`src/rtl/lsb_embedder.sv`:
```
// lsb_embedder: embeds a LEN_W-bit length header, then the message, into the two LSBs of
// successive cover bytes. One cover byte in gives one stego byte out. After the payload the
// block forwards cover bytes unmodified until reset.
// Optional feature: define YODA_XOR_SCRAMBLE_EN to XOR each payload symbol with XOR_KEY.
module lsb_embedder #(
    parameter int unsigned LEN_W   = 24,
    parameter logic [7:0]  XOR_KEY = 8'hA5
) (
    input  logic             clk,
    input  logic             reset,
    input  logic             i_start,
    input  logic [LEN_W-1:0] i_msg_len_bits,
    input  logic [7:0]       i_cover_in,
    input  logic             i_cover_valid,
    output logic             o_cover_ready,
    input  logic [7:0]       i_msg_in,
    input  logic             i_msg_valid,
    output logic             o_msg_ready,
    output logic [7:0]       o_stego_out,
    output logic             o_stego_valid,
    input  logic             i_stego_ready,
    output logic             o_busy,
    output logic             o_done
);

    localparam int unsigned HdrN  = LEN_W / 2;
    localparam int unsigned HdrCw = (HdrN > 1) ? $clog2(HdrN) : 1;
    // One bit wider than LEN_W-3 so that ceil(len/8) fits even for len close to 2^LEN_W.
    localparam int unsigned ByteW = LEN_W - 2;

    typedef enum logic [1:0] {StIdle, StHeader, StPayload, StPass} state_e;

    state_e           r_state;
    state_e           w_state_next;
    logic             r_done;
    logic             w_done_next;

    logic [LEN_W-1:0] r_hdr_sh;
    logic [HdrCw-1:0] r_hdr_cnt;
    logic [ByteW-1:0] r_nbytes;
    logic [ByteW-1:0] r_bytes_loaded;
    logic [ByteW-1:0] r_bytes_sent;
    logic [7:0]       r_shreg;
    logic [2:0]       r_sym_cnt;
    logic [7:0]       r_stego;
    logic             r_stego_valid;

    logic             w_start_ok;
    logic [ByteW-1:0] w_nbytes_start;
    logic             w_out_free;
    logic             w_cover_accept;
    logic             w_msg_accept;
    logic             w_last_sym;
    logic             w_hdr_last;
    logic             w_pay_last;
    logic [1:0]       w_sym;
    logic [1:0]       w_key_sym;
    logic [7:0]       w_stego_next;

    assign w_start_ok     = i_start && (r_state == StIdle);
    assign w_nbytes_start = ByteW'(i_msg_len_bits[LEN_W-1:3]) + ByteW'(|i_msg_len_bits[2:0]);

    // Handshake decode for the cover, message and stego channels.
    always_comb begin
        w_out_free     = !r_stego_valid || i_stego_ready;
        // In PAYLOAD a cover byte is only taken when a message symbol is available.
        o_cover_ready  = (r_state != StIdle) && w_out_free &&
                         ((r_state != StPayload) || (r_sym_cnt != 3'd0));
        w_cover_accept = i_cover_valid && o_cover_ready;
        w_last_sym     = (r_state == StPayload) && w_cover_accept && (r_sym_cnt == 3'd1);
        // Reload allowed in the same cycle the 4th symbol leaves, so held msg_valid has no bubble.
        o_msg_ready    = (r_state == StPayload) && (r_bytes_loaded < r_nbytes) &&
                         ((r_sym_cnt == 3'd0) || w_last_sym);
        w_msg_accept   = i_msg_valid && o_msg_ready;
        w_hdr_last     = (r_state == StHeader) && w_cover_accept &&
                         (r_hdr_cnt == HdrCw'(HdrN - 1));
        w_pay_last     = w_last_sym && (r_bytes_sent == r_nbytes - ByteW'(1));
    end

`ifdef YODA_XOR_SCRAMBLE_EN
    // Key pair aligned with the symbol about to leave the shift register (MSB pair first).
    always_comb begin
        case (r_sym_cnt)
            3'd4:    w_key_sym = XOR_KEY[7:6];
            3'd3:    w_key_sym = XOR_KEY[5:4];
            3'd2:    w_key_sym = XOR_KEY[3:2];
            default: w_key_sym = XOR_KEY[1:0];
        endcase
    end
`else
    logic w_unused_key;
    assign w_unused_key = ^XOR_KEY;
    assign w_key_sym    = 2'b00;
`endif

    // Select the symbol to embed and form the next stego byte.
    always_comb begin
        w_sym = 2'b00;
        case (r_state)
            StHeader:  w_sym = r_hdr_sh[LEN_W-1 -: 2];
            StPayload: w_sym = r_shreg[7:6] ^ w_key_sym;
            default:   w_sym = 2'b00;
        endcase
        w_stego_next = (r_state == StPass) ? i_cover_in : {i_cover_in[7:2], w_sym};
    end

    // Next-state and done-pulse decode.
    always_comb begin
        w_state_next = r_state;
        w_done_next  = 1'b0;
        case (r_state)
            StIdle: begin
                if (w_start_ok) w_state_next = StHeader;
            end
            StHeader: begin
                if (w_hdr_last) begin
                    if (r_nbytes != '0) begin
                        w_state_next = StPayload;
                    end else begin
                        w_state_next = StPass;
                        w_done_next  = 1'b1;
                    end
                end
            end
            StPayload: begin
                if (w_pay_last) begin
                    w_state_next = StPass;
                    w_done_next  = 1'b1;
                end
            end
            StPass:  w_state_next = StPass;
            default: w_state_next = StIdle;
        endcase
    end

    // State register and registered done pulse.
    always_ff @(posedge clk or posedge reset) begin
        if (reset) begin
            r_state <= StIdle;
            r_done  <= 1'b0;
        end else begin
            r_state <= w_state_next;
            r_done  <= w_done_next;
        end
    end

    // Length header shift register, header counter and byte total.
    always_ff @(posedge clk or posedge reset) begin
        if (reset) begin
            r_hdr_sh  <= '0;
            r_hdr_cnt <= '0;
            r_nbytes  <= '0;
        end else if (w_start_ok) begin
            r_hdr_sh  <= i_msg_len_bits;
            r_hdr_cnt <= '0;
            r_nbytes  <= w_nbytes_start;
        end else if ((r_state == StHeader) && w_cover_accept) begin
            r_hdr_sh  <= r_hdr_sh << 2;
            r_hdr_cnt <= r_hdr_cnt + HdrCw'(1);
        end
    end

    // Message shift register with symbol and byte bookkeeping.
    always_ff @(posedge clk or posedge reset) begin
        if (reset) begin
            r_shreg        <= '0;
            r_sym_cnt      <= '0;
            r_bytes_loaded <= '0;
            r_bytes_sent   <= '0;
        end else if (w_start_ok) begin
            r_shreg        <= '0;
            r_sym_cnt      <= '0;
            r_bytes_loaded <= '0;
            r_bytes_sent   <= '0;
        end else begin
            if (w_msg_accept) begin
                r_shreg        <= i_msg_in;
                r_sym_cnt      <= 3'd4;
                r_bytes_loaded <= r_bytes_loaded + ByteW'(1);
            end else if ((r_state == StPayload) && w_cover_accept) begin
                r_shreg   <= r_shreg << 2;
                r_sym_cnt <= r_sym_cnt - 3'd1;
            end
            if (w_last_sym) r_bytes_sent <= r_bytes_sent + ByteW'(1);
        end
    end

    // Single-stage output register; valid holds until the downstream handshake.
    always_ff @(posedge clk or posedge reset) begin
        if (reset) begin
            r_stego       <= '0;
            r_stego_valid <= 1'b0;
        end else if (w_cover_accept) begin
            r_stego       <= w_stego_next;
            r_stego_valid <= 1'b1;
        end else if (i_stego_ready) begin
            r_stego_valid <= 1'b0;
        end
    end

    assign o_stego_out   = r_stego;
    assign o_stego_valid = r_stego_valid;
    assign o_busy        = (r_state == StHeader) || (r_state == StPayload);
    assign o_done        = r_done;

endmodule

```
`config.mk`:
```
export PLATFORM = sky130hd
export DESIGN_NAME = lsb_embedder
export DESIGN_NICKNAME = d
export VERILOG_FILES = /design/src/rtl/lsb_embedder.sv
export SDC_FILE = /design/constraint.sdc
export NUM_CORES = 1
export LEC_CHECK = 0
export ABC_CLOCK_PERIOD_IN_PS = 10700
export BUFFER_PORTS_ARGS = -buffer_cell sky130_fd_sc_hd__buf_4
export CAP_MARGIN = 30
export CORE_ASPECT_RATIO = 1.75
export CORE_MARGIN = 2
export CORE_UTILIZATION = 60
export CTS_CLUSTER_SIZE = 24
export DETAILED_ROUTE_END_ITERATION = 10
export GPL_TIMING_DRIVEN = 1
export PLACE_DENSITY = 0.8
export SLEW_MARGIN = 10
export SYNTH_ARGS = -nofsm -noshare
export SYNTH_HDL_FRONTEND = slang
export SYNTH_SLANG_ARGS = --single-unit
```
`constraint.sdc`:
```
create_clock -name clk -period 10.7 [get_ports clk]
set_input_delay 2.14 -clock clk [delete_from_list [all_inputs] [get_ports clk]]
set_output_delay 2.14 -clock clk [all_outputs]
set_load 0.02 [all_outputs]
```
* Word level (Yosys, flattened, before mapping)
Cells that the tools add are included.
** Cells by class
- $add $sub $neg :: 6
- Order comparisons :: 1
- Equal/unequal tests :: 10
- Muxes and demuxes :: 27
- Reductions and logical operators :: 29
** Operators with widths (number)
- $mux W22 :: 4
- $mux W24 :: 2
- $add A22 B1 Y22 const B :: 2
- $mux W8 :: 3
- $add A21 B1 Y22 :: 1
- $eq A22 B22 Y1 :: 1
- $lt A22 B22 Y1 :: 1
- $reduce_bool A22 Y1 :: 1
- $sub A22 B1 Y22 const B :: 1
- $logic_and A1 B1 Y1 :: 12
- $reduce_bool A2 Y1 :: 5
- $mux W3 :: 3
- $mux W2 :: 4
- $mux W4 :: 2
- $ne A2 B2 Y1 const B :: 4
- $pmux W2 S4 :: 1
- $mux W1 :: 6
- $reduce_bool A3 Y1 :: 2
- $add A4 B1 Y4 const B :: 1
- $eq A2 B2 Y1 const B :: 2
- $eq A4 B4 Y1 const B :: 1
- $logic_or A1 B1 Y1 :: 4
- $pmux W2 S2 :: 1
- $eq A3 B1 Y1 const B :: 1
- 8 further kinds :: 8
** Storage, ports and cells
- Bits in registers :: 117
- Input port bits :: 46
- Output and inout bits :: 13

* Logic depth before layout (Yosys ltp)
Gate-level depths: netlist of the first run.
- Word-level depth :: 12
- Mapped depth :: 14
- Gate-level depth less buffers :: 10

* Worst setup path after synthesis of the first run
Ideal clock, no wire load.
- Kind :: input -> output
- Start point :: in i_stego_ready
- End point :: out o_msg_ready
- Arrival :: 3.350 ns
- Setup slack :: 5.210 ns
- Stages :: 7
- Buffers on the path :: 1
- Cell sequence :: nor2b_1 > nor3_4 > and2_1 > buf_4 > and3_1 > o2111ai_1 > nor2_1
** On the way
- Word-level cells in the longest chain between the ends :: 8
** RTL lines
- from (decl) :: line 21 : input logic i_stego_ready,
- $logic_or A1 B1 Y1 :: line 65 : w_out_free = !r_stego_valid || i_stego_ready;
- $logic_and A1 B1 Y1 (2 in a row) :: line 67 : o_cover_ready = (r_state != StIdle) && w_out_free &&
- via o_cover_ready :: line 15 : output logic o_cover_ready,
- $logic_and A1 B1 Y1 :: line 69 : w_cover_accept = i_cover_valid && o_cover_ready;
- $logic_and A1 B1 Y1 (2 in a row) :: line 70 : w_last_sym = (r_state == StPayload) && w_cover_accept && (r_sym_cnt == 3'd1);
- $logic_or A1 B1 Y1 :: line 73 : ((r_sym_cnt == 3'd0) || w_last_sym);
- $logic_and A1 B1 Y1 :: line 72 : o_msg_ready = (r_state == StPayload) && (r_bytes_loaded < r_nbytes) &&
- to (decl) :: line 18 : output logic o_msg_ready,
The timed path passes the listed nets, and every way through them passes these cells.

* Worst setup path after layout of the first run
- Start point :: in i_stego_ready
- End point :: out o_msg_ready
** On the way
- Word-level cells in the longest chain between the ends :: 8
** RTL lines (line)
- $logic_or A1 B1 Y1 :: 65
- $logic_and A1 B1 Y1 (2 in a row) :: 67
- $logic_and A1 B1 Y1 :: 69
- $logic_and A1 B1 Y1 (2 in a row) :: 70
- $logic_or A1 B1 Y1 :: 73
- $logic_and A1 B1 Y1 :: 72
Every way passes these cells.

==> flow_summary.rst, run 1 <==
.. list-table::
   :header-rows: 1

   * - Metric
     - Value
   * - Most frequent CP cell
     - buf_4
   * - Htree depth
     - 4
   * - Total I/O pin count
     - 59
   * - Kind of launch point of the worst setup path
     - primary input
   * - GRT busiest layer
     - met2
   * - Post-synthesis average cell area
     - a little under 9 um2
   * - Syn Inst Count
     - 792
   * - Die Area
     - between 10000 and 15000 um2
   * - Startpoint of the lowest-slack register-to-register path
     - r_state[0]
   * - Cell types with the largest area share after synthesis
     - dfrtp_1, nand2_1, ha_1, xnor2_1, xor2_1
   * - Count of placed standard cells in the final layout, fillers left out
     - between 900 and 1000
   * - TritonCTS Buffers
     - 17
   * - Height of the die
     - between 100 and 150 um
   * - Kind of cell adding the most delay to the critical path
     - simple AND/OR/NAND/NOR gates
   * - Max transition margin
     - 36.5%
   * - Nets@finish
     - ~900
   * - Class of the most critical hold timing path
     - reg -> reg
   * - 1st-pass router iterations
     - 7
   * - Switching share of power
     - a little over a quarter
   * - Cell type contributing the most total cell area after synthesis
     - dfrtp_1
   * - Post-CTS Hold Fix Bufs
     - 0
   * - Initial Utilization
     - 61.4%
   * - Largest net degree at the start of global routing
     - 83
   * - DR vias/cell
     - about 6.2
   * - Number of vias in the routed layout
     - approximately 6000
   * - Sum Neg Setup Slack
     - 0 ns
   * - Buf+Inv Stages, Crit Path
     - 2
   * - Power Density
     - ~160 nW/um2
   * - Bufs on Longest Clock Path
     - 2
   * - Clock latency on the worst-skew pair
     - roughly 0.42 ns
   * - CP cell instances
     - buf_4 -> nor2b_1 -> nor3_4 -> and2_1 -> and3_1 -> o2111ai_1 -> nor2_1 -> buf_4
   * - Post-detailed-route count of antenna-violating nets
     - 0
   * - Synth warnings
     - 0
   * - Fraction of post-synthesis cell area in the top cell type by area
     - 41.4%
   * - Endpoint required time on the critical path
     - 8.56 ns
   * - Setup fix buffers added after clock tree synthesis
     - 0
   * - Post-synth EDFFs
     - 0
   * - Pre-CTS setup slack
     - just under 5 ns
   * - Count of state elements after synthesis
     - approximately 120
   * - Met1 capacity usage during global routing
     - between 30% and 40%
   * - Met3 layer usage reported by global route
     - 5.53%
   * - Data arrival time at the worst-slack endpoint
     - around 3.6 ns
   * - Kind of critical path
     - in -> out
   * - Clk slew on worst S/H paths
     - ~0.05 ns
   * - Nets in the synthesized netlist
     - slightly below 900
   * - Cell Area, Synth
     - a little over 7000 um2
   * - Predominant post-synthesis flop cell
     - dfrtp_1
   * - Number of port buffers
     - slightly below 60
   * - Antenna cells
     - 0
   * - CTS Root Buffer Type
     - clkbuf_16
   * - Wire length of the first global-routing pass
     - roughly 30 mm
   * - Internal power of the cells
     - 0.945 mW
   * - Final hold violations
     - 0
   * - Vias in the first global route
     - 6281
   * - Number of pins exceeding their max-slew limit in the final report
     - 0
   * - Final routed wire length divided by cell count
     - ~18 um
   * - Overall global routing resource usage
     - 30.0%
   * - Setup repair after global routing missed its margin
     - no
   * - Post-CTS Resized
     - 0
   * - Max-capacitance violation count
     - 0
   * - Critical-path maximum fanout
     - 10
   * - # DRC
     - 0
   * - Met2 usage in global routing
     - about half
   * - Number of failing setup endpoints in the final timing report
     - 0
   * - Placer's final routability congestion estimate
     - ~0.96
   * - CTS tree
     - done
   * - Delay of the slowest cell on the worst path
     - approximately 0.3 ns
   * - GRT overflow
     - 0
   * - Post-synth ARST share
     - between 90% and 100%
   * - Crit-path slowest cell
     - nor2b_1
   * - Detailed Place HPWL
     - approximately 13 mm
   * - Element type at the critical path end
     - primary output
   * - Clock group share of total power
     - between 40 and 50%
   * - Number of antenna violations at the first check in global routing
     - 0
   * - Final setup margin
     - between 4 and 5 ns
   * - Crit path launch
     - i_stego_ready
   * - Min-delay src
     - r_hdr_sh[9]
   * - Register share of total power
     - 39.7%
   * - Number of placement rows
     - 52
   * - Switching component of the power
     - 0.357 mW
   * - Leak pwr
     - approximately 3.9 nW
   * - Clock sink total
     - 117
   * - Share of layout cells above drive strength 1
     - between 10% and 20%
   * - Wire length reported by the detailed router
     - 18.0 mm
   * - Slew at the pin closest to its max-slew limit
     - roughly 0.95 ns
   * - Share of the yosys chip area belonging to registers
     - between 40 and 50%
   * - Achievable frequency
     - 174 MHz
   * - Gate power share
     - between 10% and 20%
   * - Maximum resistive drop on vdd
     - approximately 0.00014 V
   * - Setup Skew
     - roughly 0.0096 ns
   * - Core region area
     - between 10000 and 15000 um2
   * - Netlist cell types
     - 69
   * - Die X-Extent
     - roughly 86 um
   * - Run status
     - finished clean
   * - Layout-stage area growth over the synthesis result
     - 16.0%
   * - Number of placed instances with taps included
     - roughly 960
   * - Final period utilization
     - 53.7%
   * - Shortest period the worst path allows
     - about 5.8 ns
   * - Post-place instance area
     - about 7600 um2
   * - Post-route standard cell area excluding fillers
     - a little over 8000 um2
   * - Number of design-rule violations left by the first detailed-router iteration
     - approximately 400
-- per-stage QoR --
step	hold WS, ns	total power [mW]	utilization [%]
floorplan	0.445	0.651	-
global placement	0.458	0.709	65.6
global route	0.502	1.36	71.2
detailed placement	0.466	0.720	65.6
finish	0.479	1.30	71.2
CTS	0.480	1.31	70.9
-- layout by cell type, fill, tap and decap left out, types with 4 or more instances in the layout --
master | Yosys | final
a211oi_1 | 9 | 9
a21o_1 | 5 | 5
a21oi_1 | 21 | 21
a22oi_1 | 21 | 21
a31oi_1 | 5 | 5
and3_1 | 13 | 13
and4_1 | 7 | 7
buf_4 | 1 | 63
clkbuf_16 | 0 | 17
clkinv_4 | 0 | 4
dfrtp_1 | 117 | 117
ha_1 | 35 | 35
inv_1 | 37 | 36
mux2i_1 | 11 | 11
nand2_1 | 122 | 122
nand2b_1 | 5 | 5
nand3_1 | 33 | 33
nand4_1 | 26 | 26
nor2_1 | 73 | 73
nor3_1 | 11 | 11
nor4_1 | 8 | 8
nor4_2 | 4 | 4
o21ai_0 | 43 | 43
o21ai_1 | 4 | 4
or3_1 | 12 | 12
xnor2_1 | 42 | 42
xor2_1 | 39 | 39
-- cells by family after synthesis --
| logic type | Yosys count | share of synthesized area (%) |
|---|---|---|
| adder cells (fa/ha/maj) | 35 | 6.20 |
| flip-flops | 117 | 41.4 |
| buffers and inverters | 71 | 4.21 |
| XOR/XNOR | 81 | 10.0 |
| AO/OA/AOI/OAI | 131 | 12.1 |
| multiplexers | 11 | 1.56 |
| AND/OR/NAND/NOR | 346 | 24.5 |
-- per-layer routing --
layer / wire length, um / vias up
met1: 7150 / 3012
met3: 681 / 59
met4: 636 / 0
li1: - / 2870
met5: 0 / -
met2: 9490 / 180
-- worst reg2reg max path: stages (launching register included) --
cell       delay (ns)
dfrtp_1          0.43
inv_1            0.11
ha_1             0.34
and3b_1          0.27
nor3_4           0.21
and2_1           0.39
and3_1           0.24
o2111ai_1        0.10
clkbuf_4         0.23
or2_1            0.58
or3_1            0.50
a21oi_1          0.15
-- registers in the layout, indices dropped and copies added (netlist names), 3 cells and up --
register	count
r_shreg	8
r_bytes_sent	22
r_sym_cnt	3
r_bytes_loaded	22
r_hdr_sh	24
r_hdr_cnt	4
o_stego_out	8
r_nbytes	22
-- power groups by stage --
stage / Sequential [mW] / Combinational [mW] / Clock (mW)
after floorplan: 0.521 / 0.130 / 0
after global placement: 0.521 / 0.188 / 0
after detailed placement: 0.524 / 0.195 / 0
after CTS: 0.517 / 0.197 / 0.594
after global routing: 0.522 / 0.219 / 0.615
final: 0.517 / 0.197 / 0.588
-- final cells by class --
class | count | area [um2]
Sequential cell | 117 | 2930
Multi-Input combinational cell | 604 | 3840
Fill cell | 910 | 3320
Tap cell | 135 | 169
Inverter | 37 | 141
Clock buffer | 19 | 443
Clock inverter | 13 | 171
Timing Repair Buffer | 65 | 500
-- final timing paths --
kind | cells past startpoint | endpoint | slack, ns
max | 8 | o_msg_ready | 4.95
min | 2 | r_hdr_sh[9] | 0.48
max reg2reg | 11 | r_bytes_loaded[6] | 7.07
min reg2reg | 2 | r_hdr_sh[9] | 0.48
max in group asynchronous | 4 | r_shreg[6] | 7.80
min in group asynchronous | 2 | r_hdr_sh[0] | 1.79
-- Yosys cell counts, types with 21 or more instances --
| library cell | instances |
|---|---|
| clkbuf_1 | 23 |
| ha_1 | 35 |
| nor2_1 | 73 |
| xor2_1 | 39 |
| xnor2_1 | 42 |
| nand3_1 | 33 |
| nand2_1 | 122 |
| o21ai_0 | 43 |
| a22oi_1 | 21 |
| nand4_1 | 26 |
| a21oi_1 | 21 |
| inv_1 | 37 |
| dfrtp_1 | 117 |
Power figures use the tool's default switching activity.
==> inputs of run 2 (changes only) <==
--- a/config.mk
+++ b/config.mk
@@ -5,7 +5,7 @@
 export SDC_FILE = /design/constraint.sdc
 export NUM_CORES = 1
 export LEC_CHECK = 0
-export ABC_CLOCK_PERIOD_IN_PS = 10700
+export ABC_CLOCK_PERIOD_IN_PS = 5810
 export BUFFER_PORTS_ARGS = -buffer_cell sky130_fd_sc_hd__buf_4
 export CAP_MARGIN = 30
 export CORE_ASPECT_RATIO = 1.75
==> constraint.sdc (replaced) <==
create_clock -name clk -period 5.81 [get_ports clk]
set_input_delay 1.162 -clock clk [delete_from_list [all_inputs] [get_ports clk]]
set_output_delay 1.162 -clock clk [all_outputs]
set_load 0.02 [all_outputs]
==> flow_summary.rst, run 2 (synthesis results as in run 1) <==
.. list-table::
   :header-rows: 1

   * - Metric
     - Value
   * - Number of placed instances with taps included
     - 957
   * - Slew at the pin closest to its max-slew limit
     - 0.920 ns
   * - Number of antenna violations at the first check in global routing
     - 0
   * - Fill cells
     - 873
   * - Post-detailed-route count of antenna-violating nets
     - 0
   * - Vias in the first global route
     - around 6200
   * - CP cell instances
     - inv_1 -> ha_1 -> and3b_1 -> nor3_4 -> and2_1 -> and3_1 -> o2111ai_1 -> nor2_1 -> buf_4
   * - Post-CTS Resized
     - 0
   * - Power Density
     - 288 nW/um2
   * - Final hold violations
     - 0
   * - Max transition margin
     - 38.7%
   * - Final Core Density
     - 71.0%
   * - Kind of critical path
     - reg -> out
   * - Setup fix buffers added after clock tree synthesis
     - 0
   * - CTS tree
     - done
   * - Class of the most critical hold timing path
     - reg -> reg
   * - 1st-pass router iterations
     - 6
   * - Kind of launch point of the worst setup path
     - register
   * - Leak pwr
     - 3.85 nW
   * - Max-capacitance violation count
     - 0
   * - Switching share of power
     - 29.4%
   * - Number of pins exceeding their max-slew limit in the final report
     - 0
   * - Gate power share
     - 15.8%
   * - Run status
     - finished clean
   * - Overall global routing resource usage
     - ~30%
   * - Number of placement rows
     - between 50 and 60
   * - Wire length reported by the detailed router
     - around 18 mm
   * - Final setup margin
     - 1.82 ns
   * - Endpoint required time on the critical path
     - roughly 4.7 ns
   * - Number of vias in the routed layout
     - 6086
   * - Htree depth
     - 4
   * - Number of port buffers
     - between 50 and 60
   * - Post-CTS Hold Fix Bufs
     - 0
   * - Wire length on met1
     - 6.97 mm
   * - # DRC
     - 0
   * - Most flop-heavy register
     - r_hdr_sh
   * - Most common cell after layout, fill and taps aside
     - nand2_1
   * - Largest net degree at the start of global routing
     - 78
   * - Antenna cells
     - 0
   * - Setup Skew
     - between 0.006 and 0.007 ns
   * - Top library cells by usage in the layout, fill and taps aside
     - nand2_1, dfrtp_1, nor2_1
   * - Clock group share of total power
     - 43.7%
   * - Clock sink total
     - 117
   * - Crit-path slowest cell
     - dfrtp_1
   * - Share of layout cells above drive strength 1
     - between 10% and 20%
   * - Final period utilization
     - roughly 69%
   * - Die Area
     - about 13000 um2
   * - Achievable frequency
     - approximately 250 MHz
   * - Element type at the critical path end
     - primary output
   * - Core region area
     - between 10000 and 15000 um2
   * - Met2 layer wire length in the routed design
     - roughly 9.6 mm
   * - Nets@finish
     - between 900 and 1000
   * - Wire length on met3
     - slightly above 800 um
   * - Die X-Extent
     - about 86 um
   * - Final routed wire length divided by cell count
     - roughly 18 um
   * - Register share of total power
     - between 40% and 50%
   * - Delay of the slowest cell on the worst path
     - roughly 0.43 ns
   * - Post-route standard cell area excluding fillers
     - slightly above 8000 um2
   * - Clk slew on worst S/H paths
     - around 0.060 ns
   * - CTS Root Buffer Type
     - clkbuf_16
   * - Bufs on Longest Clock Path
     - 2
   * - GRT overflow
     - 0
   * - Count of placed standard cells in the final layout, fillers left out
     - 990
   * - DR vias/cell
     - approximately 6
   * - Buf+Inv Stages, Crit Path
     - 2
   * - Setup repair after global routing missed its margin
     - no
   * - Detailed Place HPWL
     - 12.8 mm
   * - Uppermost metal layer occupied by signal nets
     - met4
   * - Placer's final routability congestion estimate
     - between 0.9 and 1
   * - Total I/O pin count
     - 59
   * - Hold WS
     - approximately 0.48 ns
   * - Maximum resistive drop on vdd
     - between 0.0002 and 0.00025 V
   * - Post-place instance area
     - about 7600 um2
   * - Flip-flop count of the largest register, all copies and words added
     - 24
   * - Pre-CTS setup slack
     - just over 2 ns
   * - Critical-path maximum fanout
     - 10
   * - Shortest period the worst path allows
     - 3.99 ns
   * - Wire length of the first global-routing pass
     - 30.0 mm
   * - Layout-stage area growth over the synthesis result
     - 15.7%
   * - Sum Neg Setup Slack
     - 0 ns
   * - Number of failing setup endpoints in the final timing report
     - 0
   * - Switching component of the power
     - 0.692 mW
   * - Initial Utilization
     - 61.4%
   * - Clock latency on the worst-skew pair
     - around 0.42 ns
   * - Internal power of the cells
     - ~1.7 mW
   * - Data arrival time at the worst-slack endpoint
     - around 2.8 ns
   * - Height of the die
     - between 100 and 150 um
   * - TritonCTS Buffers
     - 17
   * - Kind of cell adding the most delay to the critical path
     - simple AND/OR/NAND/NOR gates
   * - Post-route total power
     - about 2.4 mW
   * - Number of design-rule violations left by the first detailed-router iteration
     - 465
## run 2: cell types whose count changed in the layout (fill, tap and decap cells not counted), sizes merged
| cell | delta |
|---|---|
| buf | +1 |
| bufinv | -2 |
| clkbuf | -2 |
| clkinvlp | +1 |
| inv | +2 |
## run 2: power groups by stage
stage	Sequential [mW]	Combinational, mW	Clock (mW)
after floorplan	0.959	0.240	0
after global placement	0.961	0.348	0
after detailed placement	0.966	0.366	0
after CTS	0.953	0.371	1.04
after global routing	0.962	0.409	1.08
final	0.954	0.371	1.03
## run 2: path summary, 6_finish.rpt
kind / startpoint / end / slack [ns] / cells past startpoint
setup / recovery: r_state[0] / o_msg_ready / 1.82 / 9
hold / removal: o_stego_out[3] / o_stego_out[3] / 0.48 / 2
setup reg to reg: r_state[0] / r_bytes_loaded[10] / 2.17 / 11
hold reg to reg: o_stego_out[3] / o_stego_out[3] / 0.48 / 2
max in group asynchronous: reset / r_hdr_sh[15] / 4.37 / 3
min in group asynchronous: reset / r_nbytes[4] / 0.66 / 2
## run 2: final cells by class
| class | count | area [um2] | area share, % |
|---|---|---|---|
| clock buffers | 18 | 439 | 5.37 |
| repair buffers | 65 | 508 | 6.22 |
| flip-flops and latches | 117 | 2930 | 35.8 |
| well taps | 135 | 169 | 2.07 |
| inverters | 37 | 141 | 1.73 |
| multi-input cells | 604 | 3840 | 47.0 |
| clock inverters | 14 | 145 | 1.78 |
## run 2: worst min-delay path, cell delays in order, from the launching register on
cell and delay, ns:
dfrtp_1 0.34, nand2_1 0.05, nand2_1 0.05
## run 2: per-layer routing
layer	GRT usage [%]	vias up
li1	-	2869
met1	35.2	2943
met2	51.3	214
met3	5.53	60
met4	14.6	0
met5	0	-
==> inputs of run 3 (changes only) <==
--- a/config.mk
+++ b/config.mk
@@ -5,7 +5,7 @@
 export SDC_FILE = /design/constraint.sdc
 export NUM_CORES = 1
 export LEC_CHECK = 0
-export ABC_CLOCK_PERIOD_IN_PS = 5810
+export ABC_CLOCK_PERIOD_IN_PS = 3700
 export BUFFER_PORTS_ARGS = -buffer_cell sky130_fd_sc_hd__buf_4
 export CAP_MARGIN = 30
 export CORE_ASPECT_RATIO = 1.75
==> constraint.sdc (replaced) <==
create_clock -name clk -period 3.7 [get_ports clk]
set_input_delay 0.74 -clock clk [delete_from_list [all_inputs] [get_ports clk]]
set_output_delay 0.74 -clock clk [all_outputs]
set_load 0.02 [all_outputs]
==> flow_summary.rst, run 3 (synthesis results as in run 1) <==
.. list-table::
   :header-rows: 1

   * - Metric
     - Value
   * - Max-capacitance violation count
     - 0
   * - 1st-pass router iterations
     - 6
   * - Final period utilization
     - between 90% and 100%
   * - Final Core Density
     - a little under three quarters
   * - GRT overflow
     - 0
   * - Flip-flop count of the largest register, all copies and words added
     - 24
   * - Detailed Place HPWL
     - about 13 mm
   * - Most common cell after layout, fill and taps aside
     - nand2_1
   * - # DRC
     - 0
   * - Critical-path maximum fanout
     - 10
   * - Setup Skew
     - approximately 0.0069 ns
   * - Number of placement rows
     - 52
   * - Shortest period the worst path allows
     - approximately 3.5 ns
   * - Total I/O pin count
     - 59
   * - Wire length of the first global-routing pass
     - about 30 mm
   * - Sum Neg Setup Slack
     - 0 ns
   * - Most flop-heavy register
     - r_hdr_sh
   * - Height of the die
     - around 150 um
   * - Final hold violations
     - 0
   * - Kind of launch point of the worst setup path
     - register
   * - Post-CTS Resized
     - 0
   * - Number of port buffers
     - between 50 and 60
   * - Internal power of the cells
     - 2.65 mW
   * - Top library cells by usage in the layout, fill and taps aside
     - nand2_1, dfrtp_1, nor2_1
   * - Layout-stage area growth over the synthesis result
     - 16.1%
   * - Antenna cells
     - 0
   * - Overall global routing resource usage
     - between 30% and 40%
   * - Power Density
     - roughly 450 nW/um2
   * - Achievable frequency
     - roughly 290 MHz
   * - Htree depth
     - 4
   * - Wire length reported by the detailed router
     - around 18 mm
   * - Share of layout cells above drive strength 1
     - between 10 and 15%
   * - Final routed wire length divided by cell count
     - approximately 18 um
   * - Register share of total power
     - 40.5%
   * - Clock sink total
     - roughly 120
   * - Slew at the pin closest to its max-slew limit
     - 0.766 ns
   * - Worst R2R Setup Slack
     - 0.45 ns
   * - Clock latency on the worst-skew pair
     - around 0.42 ns
   * - Largest net degree at the start of global routing
     - 54
   * - TritonCTS Buffers
     - 17
   * - Placer's final routability congestion estimate
     - about 0.94
   * - Post-detailed-route count of antenna-violating nets
     - 0
   * - Element type at the critical path end
     - primary output
   * - Number of antenna violations at the first check in global routing
     - 0
   * - Number of pins exceeding their max-slew limit in the final report
     - 0
   * - Maximum resistive drop on vdd
     - between 0.0004 and 0.0005 V
   * - Switching component of the power
     - ~1.0 mW
   * - Number of vias in the routed layout
     - between 6000 and 7000
   * - Die X-Extent
     - about 86 um
   * - Core region area
     - between 10000 and 15000 um2
   * - Post-route total power
     - approximately 3.7 mW
   * - Class of the most critical hold timing path
     - in -> async
   * - Die Area
     - about 13000 um2
   * - Setup fix buffers added after clock tree synthesis
     - 0
   * - Hold WS
     - 0.280 ns
   * - CTS Root Buffer Type
     - clkbuf_16
   * - Post-route standard cell area excluding fillers
     - slightly above 8000 um2
   * - Setup repair after global routing missed its margin
     - no
   * - Max transition margin
     - about half
   * - Leak pwr
     - roughly 3.9 nW
   * - Clk slew on worst S/H paths
     - about 0.06 ns
   * - Post-place instance area
     - around 7600 um2
   * - CTS tree
     - done
   * - Post-CTS Hold Fix Bufs
     - 0
   * - Vias in the first global route
     - about 6200
   * - Nets@finish
     - approximately 930
   * - Gate power share
     - between 10% and 20%
   * - Data arrival time at the worst-slack endpoint
     - approximately 2.8 ns
   * - Bufs on Longest Clock Path
     - 2
   * - DR vias/cell
     - about 6.1
   * - Number of failing setup endpoints in the final timing report
     - 0
   * - Endpoint required time on the critical path
     - roughly 3.0 ns
   * - Number of design-rule violations left by the first detailed-router iteration
     - 355
   * - Initial Utilization
     - 61.4%
   * - Run status
     - finished clean
   * - Clock group share of total power
     - between 40% and 50%
   * - Switching share of power
     - 28.3%
   * - Kind of critical path
     - reg -> out
[run 3: cell types whose count changed in the layout (fill, tap and decap cells not counted)]
cell        previous run  this run
and2_1                 3         2
and2_2                 2         3
buf_12                 0         3
buf_16                 1         0
buf_4                 64        66
bufinv_16              1         2
clkbuf_1               0         3
clkbuf_8               1         0
clkinv_2               0         3
clkinv_4               5         2
clkinvlp_4             3         5
inv_4                  1         0
inv_6                  3         1
inv_8                  2         0
[run 3: per-layer routing]
layer | vias to the layer above | part of all wire [%] | GRT usage, %
met5 | - | 0 | 0
met4 | 0 | 3.8 | 15.1
met3 | 48 | 4.2 | 4.97
met2 | 195 | 53 | 52.3
met1 | 2980 | 39 | 36.2
li1 | 2872 | - | -
[run 3: power groups by stage]
| stage | clock network [mW] | logic (mW) | registers, mW |
|---|---|---|---|
| 2_1_floorplan | 0 | 0.377 | 1.51 |
| 3_3_place_gp | 0 | 0.566 | 1.51 |
| 3_5_place_dp | 0 | 0.595 | 1.51 |
| 4_1_cts | 1.61 | 0.600 | 1.49 |
| 5_1_grt | 1.67 | 0.658 | 1.50 |
| 6_report | 1.60 | 0.598 | 1.49 |
[run 3: worst paths after layout]
kind	startpoint	end	cells after the start
setup / recovery	r_state[0]	o_msg_ready	9
hold / removal	reset	o_stego_out[7]	2
setup reg to reg	r_state[0]	r_bytes_sent[21]	10
hold reg to reg	o_stego_out[6]	o_stego_out[6]	2
max in group asynchronous	reset	r_hdr_sh[7]	4
min in group clk	o_stego_out[6]	o_stego_out[6]	2
[run 3: cell type report]
type	instances	area [um2]
clock inverters	12	131
well taps	135	169
multi-input cells	604	3840
repair buffers	69	556
inverters	37	143
clock buffers	20	437
flip-flops and latches	117	2930
fillers	862	3310
[run 3: critical path: stages, from the launching register on]
cell and delay [ns]:
dfrtp_1 0.42, inv_1 0.13, ha_1 0.38, and3b_1 0.31, nor3_4 0.07, and2_2 0.27
and3_1 0.23, o2111ai_1 0.26, nor2_1 0.09, buf_4 0.18
[run 3: stage by stage]
stage	worst slack, ns	std cells
after global placement	0.599	961
after global routing	0.0366	994
after detailed placement	0.467	962
final	0.206	994
after floorplan	0.772	792
after CTS	0.123	994
